$ cat src/rtl/stereo_channel_mixer.sv
// Stereo channel mixer: after the operator pipeline signals a finished sample,
// walk every channel, build its output from the operator pair (connection bit and
// rhythm overrides), and accumulate into left/right sums gated by per-channel pan
// enables. The sums are saturated to SAMPLE_WIDTH and presented with clip flags.
//
// Handshake: sample_valid is a one-cycle strobe with no back-pressure. sample_l/r
// and clip_l/r change only in the cycle sample_valid is high and hold otherwise.
// The operator memory read is fire-and-forget: op_rd/op_rd_num in cycle t return
// op_rd_data in cycle t+1.
module stereo_channel_mixer #(
    parameter int NUM_CHANNELS = 9,
    parameter int OP_OUT_WIDTH = 13,
    parameter int SAMPLE_WIDTH = 16,
    parameter int RHYTHM_EN    = 1
) (
    input  logic                                    clk,
    input  logic                                    reset,
    input  logic                                    sample_clk_en,
    input  logic                                    ops_done_pulse,
    input  logic                                    reg_wr_valid,
    input  logic [7:0]                              reg_wr_address,
    input  logic [7:0]                              reg_wr_data,
    output logic                                    op_rd,
    output logic [$clog2(2*NUM_CHANNELS)-1:0]       op_rd_num,
    input  logic signed [OP_OUT_WIDTH-1:0]          op_rd_data,
    output logic                                    busy,
    output logic                                    sample_valid,
    output logic signed [SAMPLE_WIDTH-1:0]          sample_l,
    output logic signed [SAMPLE_WIDTH-1:0]          sample_r,
    output logic                                    clip_l,
    output logic                                    clip_r,
    output logic [2:0]                              state_dbg
);

    localparam int OPN_W     = $clog2(2*NUM_CHANNELS);
    localparam int CH_IDX_W  = $clog2(NUM_CHANNELS);
    localparam int CH_W      = OP_OUT_WIDTH + 2;
    localparam int ACC_W     = OP_OUT_WIDTH + $clog2(NUM_CHANNELS) + 3;
    localparam bit RYT_OK    = (RHYTHM_EN != 0) && (NUM_CHANNELS >= 9);
    localparam logic signed [ACC_W-1:0] SAT_MAX = ACC_W'(2**(SAMPLE_WIDTH-1) - 1);
    localparam logic signed [ACC_W-1:0] SAT_MIN = ~SAT_MAX;

    typedef enum logic [2:0] {
        IDLE      = 3'd0,
        RD_SECOND = 3'd1,
        RD_FIRST  = 3'd2,
        ACC       = 3'd3,
        DONE      = 3'd4
    } state_t;

    state_t state, state_next;

    // Register file
    logic [NUM_CHANNELS-1:0] cnt, pan_l, pan_r;
    logic                    ryt;
    logic [7:0]              reg_idx;
    logic                    unused_data_bits;

    // Channel walk and datapath
    logic [CH_IDX_W-1:0]        ch_idx;
    logic [OPN_W-1:0]           first_op;
    logic [1:0]                 sub_idx;
    logic signed [CH_W-1:0]     b_reg;
    logic signed [ACC_W-1:0]    acc_l, acc_r;

    logic signed [CH_W-1:0]     a_ext, sum_ab, ch_val;
    logic signed [ACC_W-1:0]    contrib;
    logic                       last_ch;

    assign state_dbg        = state;
    assign busy             = (state != IDLE);
    assign reg_idx          = reg_wr_address - 8'hC0;
    assign unused_data_bits = ^{reg_wr_data[7:6], reg_wr_data[3:1]};
    assign last_ch          = (ch_idx == CH_IDX_W'(NUM_CHANNELS - 1));

    // Clamp an accumulator into the sample range; MSB of the result is the clip flag.
    function automatic logic [SAMPLE_WIDTH:0] saturate(input logic signed [ACC_W-1:0] v);
        if (v > SAT_MAX)      return {1'b1, SAT_MAX[SAMPLE_WIDTH-1:0]};
        else if (v < SAT_MIN) return {1'b1, SAT_MIN[SAMPLE_WIDTH-1:0]};
        else                  return {1'b0, v[SAMPLE_WIDTH-1:0]};
    endfunction

    // Channel register writes; an ACC cycle sees the value from before any same-cycle write.
    always_ff @(posedge clk) begin
        if (reset) begin
            cnt   <= '0;
            pan_l <= '1;
            pan_r <= '1;
            ryt   <= 1'b0;
        end else if (reg_wr_valid) begin
            if (reg_wr_address == 8'hBD) ryt <= reg_wr_data[5];
            for (int i = 0; i < NUM_CHANNELS; i++) begin
                if (reg_wr_address >= 8'hC0 && reg_idx == 8'(i)) begin
                    cnt[i]   <= reg_wr_data[0];
                    pan_l[i] <= reg_wr_data[4];
                    pan_r[i] <= reg_wr_data[5];
                end
            end
        end
    end

    // State register
    always_ff @(posedge clk) begin
        if (reset) state <= IDLE;
        else       state <= state_next;
    end

    // Next-state and operator read request; a start-of-sample strobe aborts from anywhere.
    always_comb begin
        state_next = state;
        op_rd      = 1'b0;
        op_rd_num  = '0;
        case (state)
            IDLE:      if (ops_done_pulse) state_next = RD_SECOND;
            RD_SECOND: begin
                op_rd      = 1'b1;
                op_rd_num  = first_op + OPN_W'(3);
                state_next = RD_FIRST;
            end
            RD_FIRST: begin
                op_rd      = 1'b1;
                op_rd_num  = first_op;
                state_next = ACC;
            end
            ACC:       state_next = last_ch ? DONE : RD_SECOND;
            DONE:      state_next = IDLE;
            default:   state_next = IDLE;
        endcase
        if (sample_clk_en) state_next = IDLE;
    end

    // Channel output: connection bit selects a+b or b; rhythm channels double their output.
    always_comb begin
        a_ext  = {{2{op_rd_data[OP_OUT_WIDTH-1]}}, op_rd_data};
        sum_ab = a_ext + b_reg;
        ch_val = cnt[ch_idx] ? sum_ab : b_reg;
        if (RYT_OK && ryt) begin
            if (ch_idx == CH_IDX_W'(6))
                ch_val = b_reg <<< 1;
            else if (ch_idx == CH_IDX_W'(7) || ch_idx == CH_IDX_W'(8))
                ch_val = sum_ab <<< 1;
        end
        contrib = {{(ACC_W-CH_W-1){ch_val[CH_W-1]}}, ch_val, 1'b0};
    end

    // Channel walk, accumulation and output update.
    always_ff @(posedge clk) begin
        if (reset) begin
            ch_idx       <= '0;
            first_op     <= '0;
            sub_idx      <= '0;
            b_reg        <= '0;
            acc_l        <= '0;
            acc_r        <= '0;
            sample_l     <= '0;
            sample_r     <= '0;
            clip_l       <= 1'b0;
            clip_r       <= 1'b0;
            sample_valid <= 1'b0;
        end else begin
            sample_valid <= 1'b0;
            if (sample_clk_en) begin
                acc_l <= '0;
                acc_r <= '0;
            end else begin
                case (state)
                    IDLE: begin
                        acc_l    <= '0;
                        acc_r    <= '0;
                        ch_idx   <= '0;
                        first_op <= '0;
                        sub_idx  <= '0;
                    end
                    RD_FIRST: b_reg <= {{2{op_rd_data[OP_OUT_WIDTH-1]}}, op_rd_data};
                    ACC: begin
                        if (pan_l[ch_idx]) acc_l <= acc_l + contrib;
                        if (pan_r[ch_idx]) acc_r <= acc_r + contrib;
                        ch_idx <= ch_idx + CH_IDX_W'(1);
                        // Operators come in groups of six: three first ops then three second ops.
                        if (sub_idx == 2'd2) begin
                            sub_idx  <= 2'd0;
                            first_op <= first_op + OPN_W'(4);
                        end else begin
                            sub_idx  <= sub_idx + 2'd1;
                            first_op <= first_op + OPN_W'(1);
                        end
                    end
                    DONE: begin
                        {clip_l, sample_l} <= saturate(acc_l);
                        {clip_r, sample_r} <= saturate(acc_r);
                        sample_valid       <= 1'b1;
                        acc_l              <= '0;
                        acc_r              <= '0;
                    end
                    default: ;
                endcase
            end
        end
    end

endmodule

$ cat config.mk
export PLATFORM = sky130hd
export DESIGN_NAME = stereo_channel_mixer
export DESIGN_NICKNAME = d
export VERILOG_FILES = /design/src/rtl/stereo_channel_mixer.sv
export SDC_FILE = /design/constraint.sdc
export NUM_CORES = 1
export LEC_CHECK = 0
export CORE_MARGIN = 8
export CORE_UTILIZATION = 52
export CTS_CLUSTER_DIAMETER = 200
export DETAILED_ROUTE_END_ITERATION = 7
export PLACE_DENSITY = 0.77
export RECOVER_POWER = 50
export SLEW_MARGIN = 40
export SYNTH_ARGS = -nofsm -noshare
export SYNTH_HDL_FRONTEND = slang
export SYNTH_SLANG_ARGS = --single-unit
$ cat constraint.sdc
create_clock -name clk -period 5.1 [get_ports clk]
set_clock_uncertainty 0.15 [all_clocks]
set_input_delay 0.765 -clock clk [delete_from_list [all_inputs] [get_ports clk]]
set_output_delay 0.765 -clock clk [all_outputs]
set_load 0.03 [all_outputs]
==> results of run 1 <==
through the flow:
step	util [%]	cell area, um^2
after global routing	68.9	10000
after global placement	64.1	9320
after detailed placement	64.3	9350
final	68.9	10000
after CTS	68.6	9970
after floorplan	-	7790
synthesized netlist by cell type (6+ instances only):
cell type    n  area, um^2
nand3_1     33         165
a31oi_1     11        68.8
xnor2_1     25         219
o21ai_0     68         340
clkbuf_1    37         139
nor2b_1     15        93.8
o22ai_1     11        68.8
nor2_1      87         327
xor2_1      21         184
or3_1        6        37.5
a22oi_1     16         120
ha_1        55         688
nand2_1    145         544
a21o_1      17         128
a21oi_1    109         546
o211ai_1    12        90.1
nor3_1      14        70.1
dfxtp_1    128        2560
nand2b_1    13        81.3
inv_1       20        75.1
mux2i_1     31         310
cell families after synthesis:
| group | after synthesis |
|---|---|
| and+or+nand+nor | 350 |
| AOI/OAI and AO/OA | 288 |
| DFF | 128 |
| buffers and inverters | 63 |
| adders and majority gates | 58 |
| xor gates and xnor gates | 46 |
| muxes | 36 |
worst max-delay path, delay by kind of cell:
kind                       cells  cell delay (ns)
AOI/OAI and AO/OA              9             1.76
and+or+nand+nor                5             1.57
adders and majority gates      2             0.47
buffers and inverters          1             0.43
xor gates and xnor gates       1             0.14
layout make-up:
type / count / share of cell area (%)
Clock buffer: 17 / 4.25
Clock inverter: 15 / 1.49
Inverter: 20 / 0.750
Multi-Input combinational cell: 778 / 50.7
Sequential cell: 128 / 25.6
Tap cell: 184 / 2.30
Timing Repair Buffer: 176 / 14.9
worst paths after layout:
path	start	endpoint	cells past startpoint
worst max-delay path	op_rd_data[4]	acc_l[19]	18
worst min-delay path	sample_r[13]	sample_r[13]	2
worst max register to register	b_reg[0]	acc_l[19]	19
worst min register to register	sample_r[13]	sample_r[13]	2
power breakdown:
part | internal, mW | leakage (nW) | switching, mW
registers | 1.00 | 1.03 | 0.00274
logic | 0.0548 | 2.95 | 0.0771
clock network | 0.683 | 0.278 | 0.501
per-layer routing:
layer	vias to the layer above	part of all wire (%)	track usage (%)
li1	3793	-	-
met1	3540	47	28.1
met2	218	46	36.0
met3	31	5.7	5.21
met4	0	1.9	6.86
met5	-	0	0
timing repair:
| action | in CTS | in global routing |
|---|---|---|
| resized for setup | 10 | 13 |
| hold buffers | 0 | 0 |
| pin swaps | 14 | 4 |
| endpoints found under the hold margin | 0 | 0 |
| cloned | 0 | 0 |
| buffers inserted | 2 | 2 |
| setup endpoints to repair | 4 | 4 |
==> impl_results.md, run 1 <==
* Vias per inst at roughly 5.8
* Arrival time at the worst endpoint at 5.15 ns
* Leftover overflow at the end of global routing at 0
* Portion of the post-synthesis area used by sequential elements at 33.0%
* Status: finished with violations
* Hold slack at 0.295 ns
* Drt initial violations at 601
* Diode insertion count for antenna repair at 0
* Wirelength, routed at 21400 um
* Max Freq at roughly 0.2 GHz
* Pwr Density at 232 nW/um^2
* Vias in the first global route at 7280
* Final setup violation count at 0
* Width of the die at 138 um
* Leakage at 4.26 nW
* Count of nets after finishing at 1213
* Adder-cell share of the synthesized area at 9.65%
* Row Count at 44
* Routed len/inst at 16.3 um
* Largest registers ranked by flip-flop count: acc_l x19, acc_r x19
* Clock H-tree levels at 4
* Register area at roughly 2600 um^2
* Die Height at 138 um
* Clk buf depth at 2
* Clock Sinks at ~130
* Initial antenna violation count at 0
* Critical Path, Cell by Cell: clkdlybuf4s50_1, ha_2, a2111oi_4, o21ai_2, a311oi_4, and2b_2, o21ai_1, a21boi_1, a22oi_2, o22ai_2, ha_2, or3_4, or4_4, a2111oi_4, o31ai_2, xnor2_1, or4_1, nand2_1
* Cell area after synthesis at 7750 um^2
* Overall track demand over capacity in global routing at between 20% and 30%
* Total power at 2.32 mW
* Most frequent standard cell in the layout excluding fill and tap cells: nand2_1
* Largest family of logic cells by synthesized area: compound AO/OA/AOI/OAI gates
* Cells after synthesis at 969
* Flip-flop and latch count after synthesis at 128
* Worst slew slack as a fraction of its limit at -12.4%
* PortBufs at 73
* Number of fill cells in the layout at 1218
* Cell with the biggest individual delay on the critical path: or4_4
* Setup slack of the worst register-to-register path at 0.32 ns
* EDFF count, synth at 0
* Post-synth cell types at 68
* Share of the cycle needed by the critical path after routing at between 90% and 100%
* Die Outline Area at 19100 um^2
* Commonest non-fill, non-tap cells in the layout: nand2_1, dfxtp_1, a21oi_1, buf_4, nor2_1
* Xor/xnor cell area share of the yosys netlist at under 10%
* Post-detailed-placement half-perimeter wirelength at 15500 um
* Required time at the worst-slack endpoint at 5.32 ns
* Clock slew seen by the registers of the worst setup and hold paths at approximately 0.060 ns
* Initial DRT Pass Iterations at 7
* Slowest cell delay on critical path at between 0.5 and 0.6 ns
* Setup repair after global routing missed its margin: yes
* Placed cell count at 1282
* Largest net degree at the start of global routing at 63
* Syn. warnings at 0
* Footprint of the multi-input gates at between 5000 and 6000 um^2
* Pre-CTS WS at -0.698 ns
* Number of buffers created by CTS at 17
* Synthesized area per cell at 8.00 um^2
* Synth-to-Final Area Change at 29.0%
* Number of design rule violations left after detail routing at 0
* Final count of hold timing violations at 0
* Worst-Margin Slew at approximately 1.7 ns
* ANT nets after route at 0
* Proportion of layout cells with a drive suffix above 1 at 15.8%
* Maximum capacitance violations at 1
* Global-route wire length before repair at 35400 um
* Synth async-reset ratio at 0%
* Total core area at between 10000 and 15000 um^2
* Startpoint-to-endpoint class of the critical path: primary input to flip-flop
* Clock tree from TritonCTS: built
* Critical Path Start Type: primary input
* Endpoint kind of the worst setup timing path: flip-flop
* Synthesized net count at 1061
* Number of top-level pins at 79
* Simple-gate portion of the synthesized area at between 20% and 30%
* Worst IR Drop VDD at 0.000273 V
* Post-synth top flop: dfxtp_1
* Final Non-Filler Cells at 1318
* Final weighted congestion in routability-driven placement at 0.923
* Minimum setup slack in the final design at 0.175 ns
* CP Max Fanout at 3
* Time the final worst path needs with I/O delays and setup at 4.92 ns
* Final number of max-transition violations at 35
* Root cell of the clock tree: clkbuf_16
* Failing checks: capacitance limit, slew limit
* Share of synthesized area spent on multiplexers at about 5.3%
* Overall via count from detail_route at 7582
* Clock network latency to the later pin of the worst-skew pair at 0.43 ns
* Initial cell density of the core at 53.4%
* Post-synthesis compound-gate area fraction at 23.4%
* Tightest Hold Check Type: flip-flop to flip-flop
* Setup TNS after final layout at 0 ns
Note: power is estimated with default switching activity, not from simulation.
==> run 2: changes to the inputs <==
--- a/config.mk
+++ b/config.mk
@@ -5,7 +5,6 @@
 export SDC_FILE = /design/constraint.sdc
 export NUM_CORES = 1
 export LEC_CHECK = 0
-export CORE_MARGIN = 8
 export CORE_UTILIZATION = 52
 export CTS_CLUSTER_DIAMETER = 200
 export DETAILED_ROUTE_END_ITERATION = 7
==> impl_results.md, run 2 (synthesis results as in run 1) <==
* Commonest non-fill, non-tap cells in the layout: nand2_1, dfxtp_1, a21oi_1, buf_4, nor2_1
* Failing checks: capacitance limit, slew limit
* Max Freq at 0.202 GHz (-0.50%)
* Worst slew slack as a fraction of its limit at -11.2% (+1.2 points)
* CP delay by family, top: simple AND/OR/NAND/NOR gates
* Most frequent standard cell in the layout excluding fill and tap cells: nand2_1
* Proportion of layout cells with a drive suffix above 1 at 16.1% (+0.32 points)
* Synth-to-Final Area Change at 29.6%
* Total power at 2.40 mW (+3.4%)
* Clock slew seen by the registers of the worst setup and hold paths at 0.06 ns (about the same)
* Vias per inst at 5.81 (+1.0%)
* Initial cell density of the core at 53.4% (unchanged)
* Slowest cell delay on critical path at 0.51 ns (about the same)
* PortBufs at 73 (unchanged)
* Maximum capacitance violations at 1 (unchanged)
* Utilization of the core after routing at 69.2% (+0.32 points)
* Worst-Margin Slew at 1.67 ns (-0.0180 ns)
* Diode insertion count for antenna repair at 0 (unchanged)
* Total core area at 14500 um^2 (unchanged)
* Overall via count from detail_route at 7673 (+1.2%)
* Width of the die at 124 um (-10%)
* Time the final worst path needs with I/O delays and setup at 4.95 ns (+0.0248 ns)
* Worst IR Drop VDD at 0.000228 V (-16%)
* Number of buffers inserted by hold repair at cts at 0 (unchanged)
* Arrival time at the worst endpoint at 5.17 ns (+0.02 ns)
* Final weighted congestion in routability-driven placement at 0.919 (-0.40%)
* Final Non-Filler Cells at 1320 (+0.15%)
* Routed len/inst at 16.0 um (-1.5%)
* Initial antenna violation count at 0 (unchanged)
* Tightest Hold Check Type: flip-flop to flip-flop
* Critical Path Start Type: primary input
* ANT nets after route at 0 (unchanged)
* Placed Area at 9360 um^2 (+0.12%)
* Status: finished with violations
* Clk buf depth at 2 (unchanged)
* Die Height at 124 um (-10%)
* Clock H-tree levels at 4 (unchanged)
* Number of design rule violations left after detail routing at 0 (unchanged)
* Pwr Density at 239 nW/um^2 (+2.9%)
* Post-layout instance area at 10100 um^2 (+0.46%)
* CP Max Fanout at 3 (unchanged)
* Share of the cycle needed by the critical path after routing at 97.1% (+0.49 points)
* Setup repair after global routing missed its margin: yes
* Row Count at 44 (unchanged)
* Vias in the first global route at 7145 (-1.9%)
* Wirelength, routed at 21100 um (-1.4%)
* Largest net degree at the start of global routing at 64 (+1.6%)
* Clock Sinks at 128 (unchanged)
* Endpoint kind of the worst setup timing path: flip-flop
* Startpoint-to-endpoint class of the critical path: primary input to flip-flop
* Global-route wire length before repair at 34500 um (-2.7%)
* Final setup violation count at 0 (unchanged)
* Clock tree from TritonCTS: built
* Setup TNS after final layout at 0 ns (unchanged)
* Leftover overflow at the end of global routing at 0 (unchanged)
* Largest registers ranked by flip-flop count: acc_l x19, acc_r x19
* Die Outline Area at 15400 um^2 (-19%)
* Cell with the biggest individual delay on the critical path: or4_4
* Placed cell count at 1284 (+0.16%)
* Required time at the worst-slack endpoint at 5.32 ns (about the same)
* Final count of hold timing violations at 0 (unchanged)
* Root cell of the clock tree: clkbuf_16
* Number of top-level pins at 79 (unchanged)
* Leakage at 4.28 nW (+0.27%)
* Buffer and inverter count on the worst path at 1 (unchanged)
* Initial DRT Pass Iterations at 5 (-2)
* Number of buffers created by CTS at 17 (unchanged)
* Overall track demand over capacity in global routing at 28.9% (+6.9 points)
* Count of nets after finishing at 1215 (+0.16%)
* Drt initial violations at 527 (-12%)
* Critical Path, Cell by Cell: clkdlybuf4s50_1, ha_2, a2111oi_4, o21ai_2, a311oi_4, and2b_2, o21ai_2, a21boi_2, mux2i_1, a22oi_2, ha_2, or3_4, or4_4, a2111oi_4, o31ai_2, xnor2_1, or4_1, nand2_1
* Final number of max-transition violations at 35 (unchanged)
* Clock network latency to the later pin of the worst-skew pair at 0.43 ns (about the same)
* Post-detailed-placement half-perimeter wirelength at 14900 um (-3.6%)
## run 2: changes by cell type in the layout (fill, tap and decap cells not counted), sizes merged
cell      change
clkinvlp      +2
buf           +2
inv           -3
clkinv        -1
bufinv        +2
## run 2: through the flow
stage	hold WS (ns)	setup slack, ns
finish	0.294	0.150
global route	0.310	-0.0406
floorplan	0.286	0.00776
global placement	0.288	-0.628
CTS	0.300	0.00591
detailed placement	0.292	-0.672
## run 2: what timing repair did
item | in CTS | in global routing
buffers inserted | 4 | 0
endpoints found under the hold margin | 0 | 0
resized for setup | 11 | 14
pin swaps | 14 | 6
endpoints found under the setup margin | 2 | 4
## run 2: report_power, final
group / internal (mW) / switching [mW] / total [mW]
clock: 0.773 / 0.490 / 1.26
sequential: 1.00 / 0.00277 / 1.00
combinational: 0.0548 / 0.0768 / 0.132
total: 1.83 / 0.570 / 2.40
## run 2: cell type report
class / instances / area (um^2)
clock inverter: 15 / 183
fill: 1160 / 4480
clock buffer: 17 / 425
inverter: 20 / 75.1
multi-input combinational: 778 / 5070
timing repair buffer: 178 / 1510
tap: 184 / 230
sequential: 128 / 2560
## run 2: final timing paths
path | depth (start not counted) | to | slack, ns | start
worst max-delay path | 18 | acc_l[19] | 0.15 | op_rd_data[4]
worst min-delay path | 2 | sample_r[13] | 0.29 | sample_r[13]
worst max register to register | 19 | acc_l[19] | 0.37 | b_reg[0]
worst min register to register | 2 | sample_r[13] | 0.29 | sample_r[13]
## run 2: metal layers
| layer | up-vias | wire (um) | track usage (%) |
|---|---|---|---|
| met5 | - | 0 | 0 |
| li1 | 3796 | - | - |
| met2 | 244 | 9770 | 46.8 |
| met4 | 0 | 471 | 10.6 |
| met3 | 41 | 1280 | 5.91 |
| met1 | 3592 | 9620 | 37.8 |
## run 2: worst reg2reg max path: cells and delay by family, from the launching register on
kind | cells | cell delay, ns
xor gates and xnor gates | 2 | 0.29
and+or+nand+nor | 4 | 1.32
muxes | 1 | 0.19
DFF | 1 | 0.34
AOI/OAI and AO/OA | 9 | 1.56
adders and majority gates | 3 | 0.81
==> run 3: changes to the inputs <==
--- a/config.mk
+++ b/config.mk
@@ -5,8 +5,10 @@
 export SDC_FILE = /design/constraint.sdc
 export NUM_CORES = 1
 export LEC_CHECK = 0
+export CORE_MARGIN = 3
 export CORE_UTILIZATION = 52
 export CTS_CLUSTER_DIAMETER = 200
+export CTS_CLUSTER_SIZE = 14
 export DETAILED_ROUTE_END_ITERATION = 7
 export PLACE_DENSITY = 0.77
 export RECOVER_POWER = 50
==> impl_results.md, run 3 (synthesis results as in run 1) <==
* Worst setup path end: acc_l[19]
* Net switching power of the design at 0.591 mW (+3.7%)
* Proportion of layout cells with a drive suffix above 1 at 16.0% (-0.074 points)
* Cell Int Power at 1.81 mW (-1.3%)
* Count of nets after finishing at 1214 (-0.082%)
* Time the final worst path needs with I/O delays and setup at 5.09 ns (+0.145 ns)
* Clock H-tree levels at 4 (unchanged)
* Register share of total power at 41.9% (about the same)
* Status: finished with violations
* Startpoint-to-endpoint class of the critical path: primary input to flip-flop
* Final count of hold timing violations at 0 (unchanged)
* Initial DRT Pass Iterations at 5 (unchanged)
* Share of the cycle needed by the critical path after routing at 99.9% (+2.8 points)
* Row Count at 44 (unchanged)
* Final number of max-transition violations at 34 (-2.9%)
* Number of design rule violations left after detail routing at 0 (unchanged)
* Leakage at 4.28 nW (about the same)
* Source of the worst register-to-register timing path: b_reg[0]
* Worst reg2reg path depth at 19 (unchanged)
* Arrival time at the worst endpoint at 5.32 ns (+0.15 ns)
* Diode insertion count for antenna repair at 0 (unchanged)
* PortBufs at 73 (unchanged)
* Required time at the worst-slack endpoint at 5.32 ns (about the same)
* Overall track demand over capacity in global routing at 26.6% (-2.3 points)
* Number of top-level pins at 79 (unchanged)
* Worst reg2reg endpoint: acc_l[19]
* Die Height at 128 um (+3.2%)
* Root cell of the clock tree: clkbuf_16
* Hold slack at 0.296 ns (+0.00113 ns)
* Net Sw Frac at 24.7% (+0.91 points)
* Clock Sinks at 128 (unchanged)
* Final weighted congestion in routability-driven placement at 0.922 (+0.25%)
* Clock slew seen by the registers of the worst setup and hold paths at 0.06 ns (about the same)
* Failing checks: capacitance limit, slew limit
* Worst slew slack as a fraction of its limit at -15.2% (-4.0 points)
* Commonest non-fill, non-tap cells in the layout: nand2_1, dfxtp_1, a21oi_1, buf_4, nor2_1
* Vias per inst at 5.82 (+0.19%)
* Total core area at 14600 um^2 (+0.38%)
* Endpoint kind of the worst setup timing path: flip-flop
* Vias in the first global route at 7257 (+1.6%)
* Initial antenna violation count at 0 (unchanged)
* Hold path startpoint: sample_r[8]
* Overall via count from detail_route at 7682 (+0.12%)
* Maximum capacitance violations at 1 (unchanged)
* Drt initial violations at 654 (+24%)
* Critical path startpoint: op_rd_data[0]
* Largest registers ranked by flip-flop count: acc_l x19, acc_r x19
* Setup repair after global routing missed its margin: yes
* Initial cell density of the core at 53.2% (-0.20 points)
* Die Outline Area at 16400 um^2 (+6.5%)
* Clk buf depth at 2 (unchanged)
* Setup TNS after final layout at 0 ns (unchanged)
* Synth-to-Final Area Change at 29.6% (about the same)
* Footprint of the multi-input gates at 5070 um^2 (about the same)
* Routed len/inst at 16.4 um (+2.1%)
* Number of fill cells in the layout at 1144 (-1.4%)
* Largest net degree at the start of global routing at 65 (+1.6%)
* Worst IR Drop VDD at 0.000241 V (+5.6%)
* Width of the die at 128 um (+3.2%)
* Leftover overflow at the end of global routing at 0 (unchanged)
* Most frequent standard cell in the layout excluding fill and tap cells: nand2_1
* Clock network latency to the later pin of the worst-skew pair at 0.43 ns (about the same)
* Post-detailed-placement half-perimeter wirelength at 15200 um (+2.0%)
* Setup slack of the worst register-to-register path at 0.05 ns (-0.32 ns)
* Register area at 2560 um^2 (about the same)
* Critical Path Start Type: primary input
* Tightest Hold Check Type: flip-flop to flip-flop
* Comb power frac at 5.5% (about the same)
* ANT nets after route at 0 (unchanged)
* CP Max Fanout at 2 (-1)
* Final setup violation count at 0 (unchanged)
* Worst-Margin Slew at 1.73 ns (+0.0603 ns)
* Global-route wire length before repair at 35300 um (+2.4%)
* Max Freq at 0.196 GHz (-2.8%)
* Number of buffers inserted by hold repair at cts at 0 (unchanged)
* Clock tree from TritonCTS: built
* Number of buffers created by CTS at 17 (unchanged)
* Wirelength, routed at 21600 um (+2.1%)
* Pwr Density at 238 nW/um^2 (-0.10%)
* Proportion of power drawn by the clock network at 52.6% (about the same)
-- run 3: cell type report --
class	count	share of cell area, %
Clock inverter	14	1.67
Clock buffer	18	4.37
Sequential cell	128	25.5
Timing Repair Buffer	177	15.0
Tap cell	184	2.29
Multi-Input combinational cell	778	50.5
Inverter	20	0.747
-- run 3: stage by stage --
stage	std cells	power, mW	cell area (um^2)	setup slack, ns	utilization [%]
floorplan	969	1.10	7790	0.00776	-
global placement	1280	1.15	9310	-0.617	63.8
detailed placement	1280	1.15	9340	-0.696	64.0
CTS	1318	2.41	10000	0.0396	68.7
global route	1319	2.47	10100	-0.209	68.9
finish	1319	2.40	10100	0.00540	68.9
-- run 3: timing repair --
action / 4_1_cts / 5_1_grt
buffers inserted: 6 / 2
resized for setup: 8 / 20
pin swaps: 15 / 19
endpoints found under the setup margin: 3 / 7
endpoints found under the hold margin: 0 / 0
-- run 3: per-layer routing --
metal	up-vias	GRT usage (%)	wire, um	part of all wire [%]
li1	3793	-	-	-
met1	3634	35.1	9960	46
met2	218	43.8	10100	47
met3	37	5.29	1100	5.1
met4	0	8.61	428	2.0
met5	-	0	0	0
-- run 3: worst max-delay path, stage by stage --
cell and delay, ns:
buf_6 0.10, ha_4 0.15, fa_2 0.34, a21o_1 0.21, a21oi_2 0.15, o21bai_1 0.10
a31oi_1 0.23, o21ai_1 0.14, o41ai_2 0.35, xnor2_1 0.15, mux2i_1 0.21, o22ai_2 0.11
ha_2 0.22, or3_4 0.40, or4_4 0.54, a2111oi_4 0.34, o31ai_2 0.10, xnor2_1 0.14
or4_1 0.51, nand2_1 0.07
-- run 3: worst min path at each step --
stage	depth (start not counted)	to	slack [ns]
floorplan	2	pan_l[7]	0.29
global placement	2	sample_r[7]	0.29
detailed placement	2	sample_l[7]	0.29
CTS	2	sample_r[8]	0.30
global route	2	sample_r[4]	0.31
finish	2	sample_r[8]	0.30
-- run 3: power groups by stage --
stage	logic [mW]	registers, mW	clock network, mW
after floorplan	0.0687	1.03	0
after global placement	0.126	1.03	0
after detailed placement	0.128	1.03	0
after CTS	0.131	1.00	1.27
after global routing	0.142	1.00	1.32
final	0.132	1.00	1.26
